--- src/rtl/decode_stage_pkg.sv ---
// decode_stage_pkg: shared encodings, field positions and FSM state for the decode stage
package decode_stage_pkg;
  localparam logic [1:0] CLS_ALU  = 2'b00;
  localparam logic [1:0] CLS_ALU2 = 2'b01;
  localparam logic [1:0] CLS_MEM  = 2'b10;
  localparam logic [1:0] CLS_CTL  = 2'b11;
  localparam logic [4:0] OP_NOT   = 5'b10110;
  localparam logic [4:0] OP_SET_MAX = 5'd5;
  localparam logic [3:0] SUB_B    = 4'b0000;
  localparam logic [3:0] SUB_BC   = 4'b0001;
  localparam logic [3:0] SUB_BR   = 4'b0010;
  localparam int CLS_LSB  = 30;
  localparam int OP_LSB   = 25;
  localparam int SUB_LSB  = 25;
  localparam int HALT_BIT = 28;
  localparam int NOP_BIT  = 27;
  localparam int ST_BIT   = 25;
  localparam int DEST_LSB = 22;
  localparam int OP1_LSB  = 19;
  localparam int OP2_LSB  = 16;
  localparam int COND_LSB = 21;
  localparam int IMM_W    = 16;
  typedef enum logic [1:0] {RUN, STALL, HALTED} state_t;
  function automatic logic is_alu_op(input logic [4:0] op);
    return op inside {[5'd17:5'd21], [5'd25:5'd29]};
  endfunction
endpackage

--- src/rtl/reg_scoreboard.sv ---
// reg_scoreboard: per-register pending-write bits with writeback bypass on lookup
module reg_scoreboard #(
  parameter int ADDR_W = 3
)(
  input  logic              clk,
  input  logic              rst_n,
  input  logic              set_en,
  input  logic [ADDR_W-1:0] set_addr,
  input  logic              clr_en,
  input  logic [ADDR_W-1:0] clr_addr,
  input  logic              drop_en,
  input  logic [ADDR_W-1:0] drop_addr,
  input  logic [ADDR_W-1:0] rd_a,
  input  logic [ADDR_W-1:0] rd_b,
  output logic              busy_a,
  output logic              busy_b
);
  localparam int N = 2**ADDR_W;
  logic [N-1:0] bits, eff, set_mask, drop_mask;
  assign eff       = clr_en ? bits & ~(N'(1) << clr_addr) : bits;
  assign set_mask  = set_en ? N'(1) << set_addr : '0;
  assign drop_mask = drop_en ? N'(1) << drop_addr : '0;
  assign busy_a    = eff[rd_a];
  assign busy_b    = eff[rd_b];
  // new reservations win over a same-cycle writeback to the same register
  always_ff @(posedge clk or negedge rst_n)
    if (!rst_n) bits <= '0;
    else bits <= (eff & ~drop_mask) | set_mask;
endmodule

--- src/rtl/decode_stage.sv ---
// decode_stage: registered instruction decode with scoreboard stall, flush and halt
module decode_stage
  import decode_stage_pkg::*;
#(
  parameter int DATA_W     = 32,
  parameter int REG_ADDR_W = 3,
  parameter bit IMM_SEXT   = 1'b0
)(
  input  logic                  clk,
  input  logic                  rst_n,
  input  logic                  in_valid,
  output logic                  in_ready,
  input  logic [31:0]           in_instr,
  output logic                  out_valid,
  input  logic                  out_ready,
  output logic [1:0]            out_class,
  output logic                  out_alu_en,
  output logic                  out_set_flags,
  output logic [2:0]            out_alu_oc,
  output logic [REG_ADDR_W-1:0] out_dest,
  output logic [REG_ADDR_W-1:0] out_op1,
  output logic [REG_ADDR_W-1:0] out_op2,
  output logic [3:0]            out_cond,
  output logic [DATA_W-1:0]     out_imm,
  output logic                  out_we,
  output logic                  out_is_load,
  output logic                  out_is_store,
  output logic                  out_is_branch,
  output logic                  out_illegal,
  input  logic                  wb_valid,
  input  logic [REG_ADDR_W-1:0] wb_addr,
  input  logic                  flush,
  output logic                  halted
);
  state_t state, state_nx;
  logic [31:0] r_instr;
  logic [1:0] cls;
  logic [4:0] op;
  logic [3:0] sub;
  logic is_nop, is_halt, is_br, legal, we, use_a, use_b;
  logic busy_a, busy_b, hazard, accept, emit;
  assign cls = in_instr[CLS_LSB +: 2];
  assign op  = in_instr[OP_LSB +: 5];
  assign sub = in_instr[SUB_LSB +: 4];
  // classify the incoming instruction and pick which operands it reads
  always_comb begin
    is_nop  = cls == CLS_CTL && in_instr[NOP_BIT];
    is_halt = cls == CLS_CTL && in_instr[HALT_BIT] && !in_instr[NOP_BIT];
    is_br   = cls == CLS_CTL && sub inside {SUB_B, SUB_BC, SUB_BR};
    legal   = cls == CLS_ALU  ? (op <= OP_SET_MAX || is_alu_op(op)) :
              cls == CLS_ALU2 ? (is_alu_op(op) || op == OP_NOT) :
              cls == CLS_MEM  ? 1'b1 : (is_br || is_nop || is_halt);
    we      = legal && (cls == CLS_ALU || cls == CLS_ALU2 || (cls == CLS_MEM && !in_instr[ST_BIT]));
    use_a   = legal && (cls != CLS_CTL || sub == SUB_BR);
    use_b   = legal && ((cls == CLS_ALU2 && op != OP_NOT) || (cls == CLS_MEM && in_instr[ST_BIT]));
  end
  assign hazard   = in_valid && ((use_a && busy_a) || (use_b && busy_b));
  assign halted   = state == HALTED;
  assign in_ready = (!out_valid || out_ready) && !hazard && !halted && !flush;
  assign accept   = in_valid && in_ready;
  assign emit     = accept && !is_nop && !is_halt;
  reg_scoreboard #(.ADDR_W(REG_ADDR_W)) u_sb (
    .clk       (clk),
    .rst_n     (rst_n),
    .set_en    (accept && we),
    .set_addr  (in_instr[DEST_LSB +: REG_ADDR_W]),
    .clr_en    (wb_valid),
    .clr_addr  (wb_addr),
    .drop_en   (flush && out_valid && !out_ready && out_we),
    .drop_addr (out_dest),
    .rd_a      (in_instr[OP1_LSB +: REG_ADDR_W]),
    .rd_b      (cls == CLS_MEM ? in_instr[DEST_LSB +: REG_ADDR_W] : in_instr[OP2_LSB +: REG_ADDR_W]),
    .busy_a    (busy_a),
    .busy_b    (busy_b)
  );
  // HALTED is sticky; STALL only reflects a waiting hazard
  always_comb begin
    state_nx = (halted || (accept && is_halt)) ? HALTED : (in_valid && hazard && !flush) ? STALL : RUN;
  end
  // state register
  always_ff @(posedge clk or negedge rst_n)
    if (!rst_n) state <= RUN;
    else state <= state_nx;
  // output register: load on emit, otherwise drain on handoff, bubble or flush
  always_ff @(posedge clk or negedge rst_n)
    if (!rst_n) begin
      out_valid     <= 1'b0;
      r_instr       <= '0;
      out_we        <= 1'b0;
      out_is_load   <= 1'b0;
      out_is_store  <= 1'b0;
      out_is_branch <= 1'b0;
      out_illegal   <= 1'b0;
    end else if (emit) begin
      out_valid     <= 1'b1;
      r_instr       <= in_instr;
      out_we        <= we;
      out_is_load   <= cls == CLS_MEM && !in_instr[ST_BIT];
      out_is_store  <= cls == CLS_MEM && in_instr[ST_BIT];
      out_is_branch <= is_br;
      out_illegal   <= !legal;
    end else if (accept || flush || out_ready) out_valid <= 1'b0;
  assign out_class     = r_instr[CLS_LSB +: 2];
  assign out_alu_en    = r_instr[29];
  assign out_set_flags = r_instr[29] & r_instr[28];
  assign out_alu_oc    = r_instr[OP_LSB +: 3];
  assign out_dest      = r_instr[DEST_LSB +: REG_ADDR_W];
  assign out_op1       = r_instr[OP1_LSB +: REG_ADDR_W];
  assign out_op2       = r_instr[OP2_LSB +: REG_ADDR_W];
  assign out_cond      = r_instr[COND_LSB +: 4];
  assign out_imm       = {{(DATA_W-IMM_W){IMM_SEXT & r_instr[IMM_W-1]}}, r_instr[IMM_W-1:0]};
endmodule
--- config.mk ---
export PLATFORM = sky130hd
export DESIGN_NAME = decode_stage
export DESIGN_NICKNAME = d
export VERILOG_FILES = /design/src/rtl/decode_stage_pkg.sv /design/src/rtl/reg_scoreboard.sv /design/src/rtl/decode_stage.sv
export SDC_FILE = /design/constraint.sdc
export NUM_CORES = 1
export LEC_CHECK = 0
export BUFFER_PORTS_ARGS = -buffer_cell sky130_fd_sc_hd__buf_2
export CORE_MARGIN = 8
export CORE_UTILIZATION = 31
export DETAILED_ROUTE_END_ITERATION = 10
export HOLD_SLACK_MARGIN = 0.12
export SKIP_CTS_REPAIR_TIMING = 1
export SLEW_MARGIN = 10
export SYNTH_ARGS = -nofsm -noshare
export SYNTH_HDL_FRONTEND = slang
export SYNTH_SLANG_ARGS = --single-unit
--- constraint.sdc ---
create_clock -name clk -period 7.03 [get_ports clk]
set_clock_uncertainty 0.2 [all_clocks]
set_input_delay 2.109 -clock clk [delete_from_list [all_inputs] [get_ports clk]]
set_output_delay 2.109 -clock clk [all_outputs]
set_load 0.02 [all_outputs]
# == Word-level counts from Yosys, hierarchy flattened ==
# Cells that the tools add are included.
# totals
mem_bits_rw,0
reg_bits,48
latch_bits,0
n_memories,0
romBits,0
elab_cells,105
# classes
muxes,15
reduce_logical,56
shifts,3
n_addsub,0
div_mod_pow,0
order_cmp,7
n_bitwise,6
eq_ne,9
mul,0
# ops
operator,count
1-bit logical AND,28
8-bit two-way mux,3
"1-bit by 3-bit << shifter with 8-bit output, first input constant",3
8-bit bitwise AND,2
8-bit NOT,2
1-bit logical OR,13
"5-bit >= comparator, second input constant",2
"5-bit less-or-equal comparator, second input constant",2
1-bit zero test,10
"3-bit by 4-bit < comparator with 1-bit output, second input constant",2
1-bit two-way mux,8
8-bit OR,1
1-bit binary-select mux with 3-bit select,2
"2-bit == test, second input constant",3
"5-bit == test, second input constant",1
"5-bit by 3-bit less-or-equal comparator with 1-bit output, second input constant",1
"5-bit inequality test, second input constant",1
"4-bit by 1-bit == test with 1-bit output, second input constant",1
"4-bit by 2-bit == test with 1-bit output, second input constant",1
4-bit zero test,1
2-bit nonzero test,2
3-bit two-way mux,1
3-bit nonzero test,1
"2-bit by 1-bit == test with 1-bit output, second input constant",1
other kinds (4),4

# == Longest topological paths before layout ==
# logic_depth
ltp_word,21
depth_mapped,10
ltp_nobuf,8

# == Hierarchy ==
# Synthesis repeated with hierarchy kept, for this count alone.
# hier_totals
cells_unflattened,259
hier_area_um2,2957.8
# by_module_without_submodules
module,cells_each,area_each_um2,seq_area_each_um2,instances
decode_stage,188,2307.2,1001.0,1
reg_scoreboard,71,650.6,200.2,1

# == Worst setup path before layout ==
# OpenSTA, ideal clock, no wires.
# synth_path
path_kind,input -> output
startpoint,input in_instr[30]
endpoint,output in_ready
path_stages,9
slack_ns,0.783
n_path_buf,2
arrival_ns,3.938
path_cell_list,buf_4 > nand2b_1 > buf_6 > mux2i_1 > a211oi_1 > a211oi_1 > o211a_4 > o21ai_0 > o211a_1
# synth_between
elab_chain_len,15
word_cells_on_any_way,31
cone_classes,eq/ne (4); mux (6); reduce/logical (21)
# synth_lines
element,line,source
"start, declared",decode_stage.sv:13,"input logic [31:0] in_instr,"
2-bit == test,"decode_stage.sv:47, decode_stage.sv:48, decode_stage.sv:49",
"1-bit logical AND, on equally long branches","decode_stage.sv:49, decode_stage.sv:47, decode_stage.sv:48",
1-bit logical OR / 1-bit logical AND (equally long branches),"decode_stage.sv:52, decode_stage.sv:48",
1-bit logical OR,decode_stage.sv:52,cls == CLS_MEM ? 1'b1 : (is_br || is_nop || is_halt);
1-bit two-way mux,decode_stage.sv:52,
1-bit two-way mux,decode_stage.sv:51,cls == CLS_ALU2 ? (is_alu_op(op) || op == OP_NOT) :
1-bit two-way mux,decode_stage.sv:50,legal = cls == CLS_ALU ? (op <= OP_SET_MAX || is_alu_op(op)) :
"1-bit logical AND, on equally long branches","decode_stage.sv:54, decode_stage.sv:55",
1-bit logical AND,decode_stage.sv:57,assign hazard = in_valid && ((use_a && busy_a) || (use_b && busy_b));
1-bit logical OR (*),decode_stage.sv:57,
1-bit logical AND (*),decode_stage.sv:57,
1-bit zero test (*),decode_stage.sv:59,assign in_ready = (!out_valid || out_ready) && !hazard && !halted && !flush;
1-bit logical AND (*) (3 in series),decode_stage.sv:59,
"end, declared",decode_stage.sv:12,"output logic in_ready,"
# Every way passes the cells marked *; elsewhere a longest branch is shown, timed or not. The select of a mux whose other input is x is not followed.

# == Worst setup path after layout ==
# Ends and elaborated chain as after synthesis.

==> impl_metrics.toml <==
[yosys]
synth-seq-area-share = 0.385
yosysTopAreaCell = "dfrtp_1"
synth-main-ff-cell = "dfrtp_1"
synthesis.area_um2 = 3120
synth_top_area_frac = 0.385
synth_cell_type_count = 48
synth_edf_count = 0
synth-seq-cells = 48
async_flop_share = 1.00
synthCells = 343
yosysWarnings = 0
synth.area.top_cells = "dfrtp_1 39%, buf_4 12%, o32ai_1 9.0%, nand2_1 5.7%, inv_1 4.1%"
avgSynthCellArea_um2 = 9.09

[critical_path]
cp_slowest_stage_delay_ps = 460
path_cells = "buf_2 > nand2b_1 > mux2i_1 > a211oi_1 > a211oi_1 > o211a_4 > o21ai_0 > o211a_1 > buf_2"
path_delay_family = "compound AO/OA/AOI/OAI gates"
cp_data_arrival_time_ps = 4370
crit_required_ps = 4720
cp_num_cells = 9
r2r_cells = 6
path_max_fanout = 10
crit_path_start_kind = "input pin"
slowest_stage = "mux2i_1"
cp.buffers_inverters = 2
end_kind = "output pin"
path_class = "in -> out"

[run_status]
status = "completed"

[place]
portBuffers = 84
gp_congestion = 0.848
dpl.hpwl_mm = 6.52
post-place-ws_ps = 415

[clock_tree]
cts_tree = "built"
htreeDepth = 2
cts_buffers = 5
cts_root_buf = "clkbuf_8"
clk_pin_slew_ps = 90
clk_latency_ps = 300
clock_path_buffers = 2
clock-sinks = 48

[pwr]
seqPwrFrac = 0.408
leakage_nw = 1.69
vdd_drop_max_mv = 0.130
powerDensity_nw_per_um2 = 309
p_sw_mw = 0.433
pwr-share-clk = 0.188
internal_power_mw = 0.620
p_sw_frac = 0.411
comb_power_share = 0.404

[die]
die_w_um = 116
fp.dieH_um = 116
num_rows = 36
pin_count = 101
die_area_um2 = 13500
start_util = 0.319
fp.coreArea_um2 = 9770

[final_layout]
antenna_cells = 0
nets = 425
final_cell_mix = "84 x buf_2, 48 x dfrtp_1, 47 x nand2_1, 34 x inv_1, 32 x o32ai_1"
multiInputGateArea_um2 = 1360
drive_above_1_share = 0.273
fillers = 1058
final_common_cell = "buf_2"
area.growth.synth_to_final_pct = 9.47
regArea_um2 = 1200

[timing]
slew_headroom = 0.438
min_period_ps = 6680
worst_slew_pin_slew_ps = 843
finalMaxSlewViolations = 0
worst_slack_ps = 351
period_share = 0.950
setup_viol = 0
hold_viol = 0
clock.fmax_mhz = 150
fin_setup_tns_ps = 0
rsz0062_at_grt = "no"

[global_route]
grt_pass1_vias = 2776
grt_pass1_wl_mm = 14.3
grtUsageTotal = 0.133
grt_max_degree = 49
antenna_found_initial = 0
grt_remaining_overflow = 0

[detailed_routing]
routed_wl_mm = 8.96
drt_iter0_drc = 121
vias = 2614
drc = 0
viasPerCell = 5.05
first_pass_iters = 5
ant_nets = 0
wl_per_cell_um = 17.3

[hold_path]
hp-class = "reg -> reg"
hold_path_depth = 2

[run]
drv_cap = 0
[routing by layer]
metal | routed length (um) | vias up | part of all wire | track usage
met5 | 0 | - | 0 | 0
met4 | 29 | 0 | 0.0032 | 0.0225
met3 | 651 | 2 | 0.073 | 0.0419
met2 | 4390 | 75 | 0.49 | 0.227
met1 | 3890 | 1305 | 0.43 | 0.163
li1 | - | 1232 | - | -
[tightest hold or removal path: stages, from the launching register on]
cell and delay (ps):
dfrtp_1 330, nand2b_1 70, o41ai_1 60
[sequential cells by signal, indices dropped and copies added (netlist names)]
name and flops:
out_illegal 1, r_instr 32, out_we 1, out_is_store 1
out_valid 1, state 2, out_is_branch 1, u_sb.bits 8
out_is_load 1
[per-stage QoR]
step	power [mW]	hold slack (ps)	instance area (um2)	util	cells
finish	1.05	296	3410	0.349	518
global route	1.13	329	3410	0.349	518
CTS	1.07	310	3410	0.349	518
detailed placement	0.868	288	3310	0.338	510
global placement	0.857	286	3310	0.338	510
floorplan	0.825	247	3170	-	358
[layout make-up]
type	instances	area share
multi-input cells	207	0.398
flip-flops and latches	48	0.352
repair buffers	88	0.132
well taps	133	0.0488
inverters	34	0.0374
clock buffers	6	0.0213
clock inverters	2	0.0103
[worst paths after layout]
| check | start | to | slack [ps] |
|---|---|---|---|
| max reg2reg | u_sb.bits[7] | r_instr[15] | 4110 |
| min in group asynchronous | rst_n | r_instr[2] | 1720 |
| min reg2reg | state[1] | state[1] | 300 |
| max in group asynchronous | rst_n | r_instr[14] | 4480 |
| min | state[1] | state[1] | 300 |
| max | in_instr[30] | in_ready | 350 |
[power groups by stage]
stage / clock network (mW) / registers (mW) / logic (mW)
3_3_place_gp: 0 / 0.432 / 0.425
6_report: 0.198 / 0.429 / 0.425
2_1_floorplan: 0 / 0.431 / 0.394
3_5_place_dp: 0 / 0.435 / 0.432
4_1_cts: 0.210 / 0.431 / 0.433
5_1_grt: 0.218 / 0.443 / 0.465
[synthesized netlist by cell type (3+ instances only)]
library cell  number
buf_4             51
clkbuf_1           8
nand3_1            3
mux2i_1            8
o21ai_0           15
or3_1              4
a211oi_1           3
buf_2              5
nand2b_1          11
nor2_1             7
nand2_1           47
o21a_1             6
nor2b_1            3
inv_1             34
buf_6              4
o31ai_1            5
a31oi_1            3
o32ai_1           32
dfrtp_1           48
nor4_1             3
and2_1             3
a21oi_1            4
[kinds of logic after synthesis]
family          after synthesis  share of synthesized area
mux                          10                     0.0401
flops                        48                      0.385
compound gates               87                      0.220
simple gates                 94                      0.156
other cells                   1                    0.00120
buf+inv                     103                      0.197
Power figures use the tool's default switching activity.
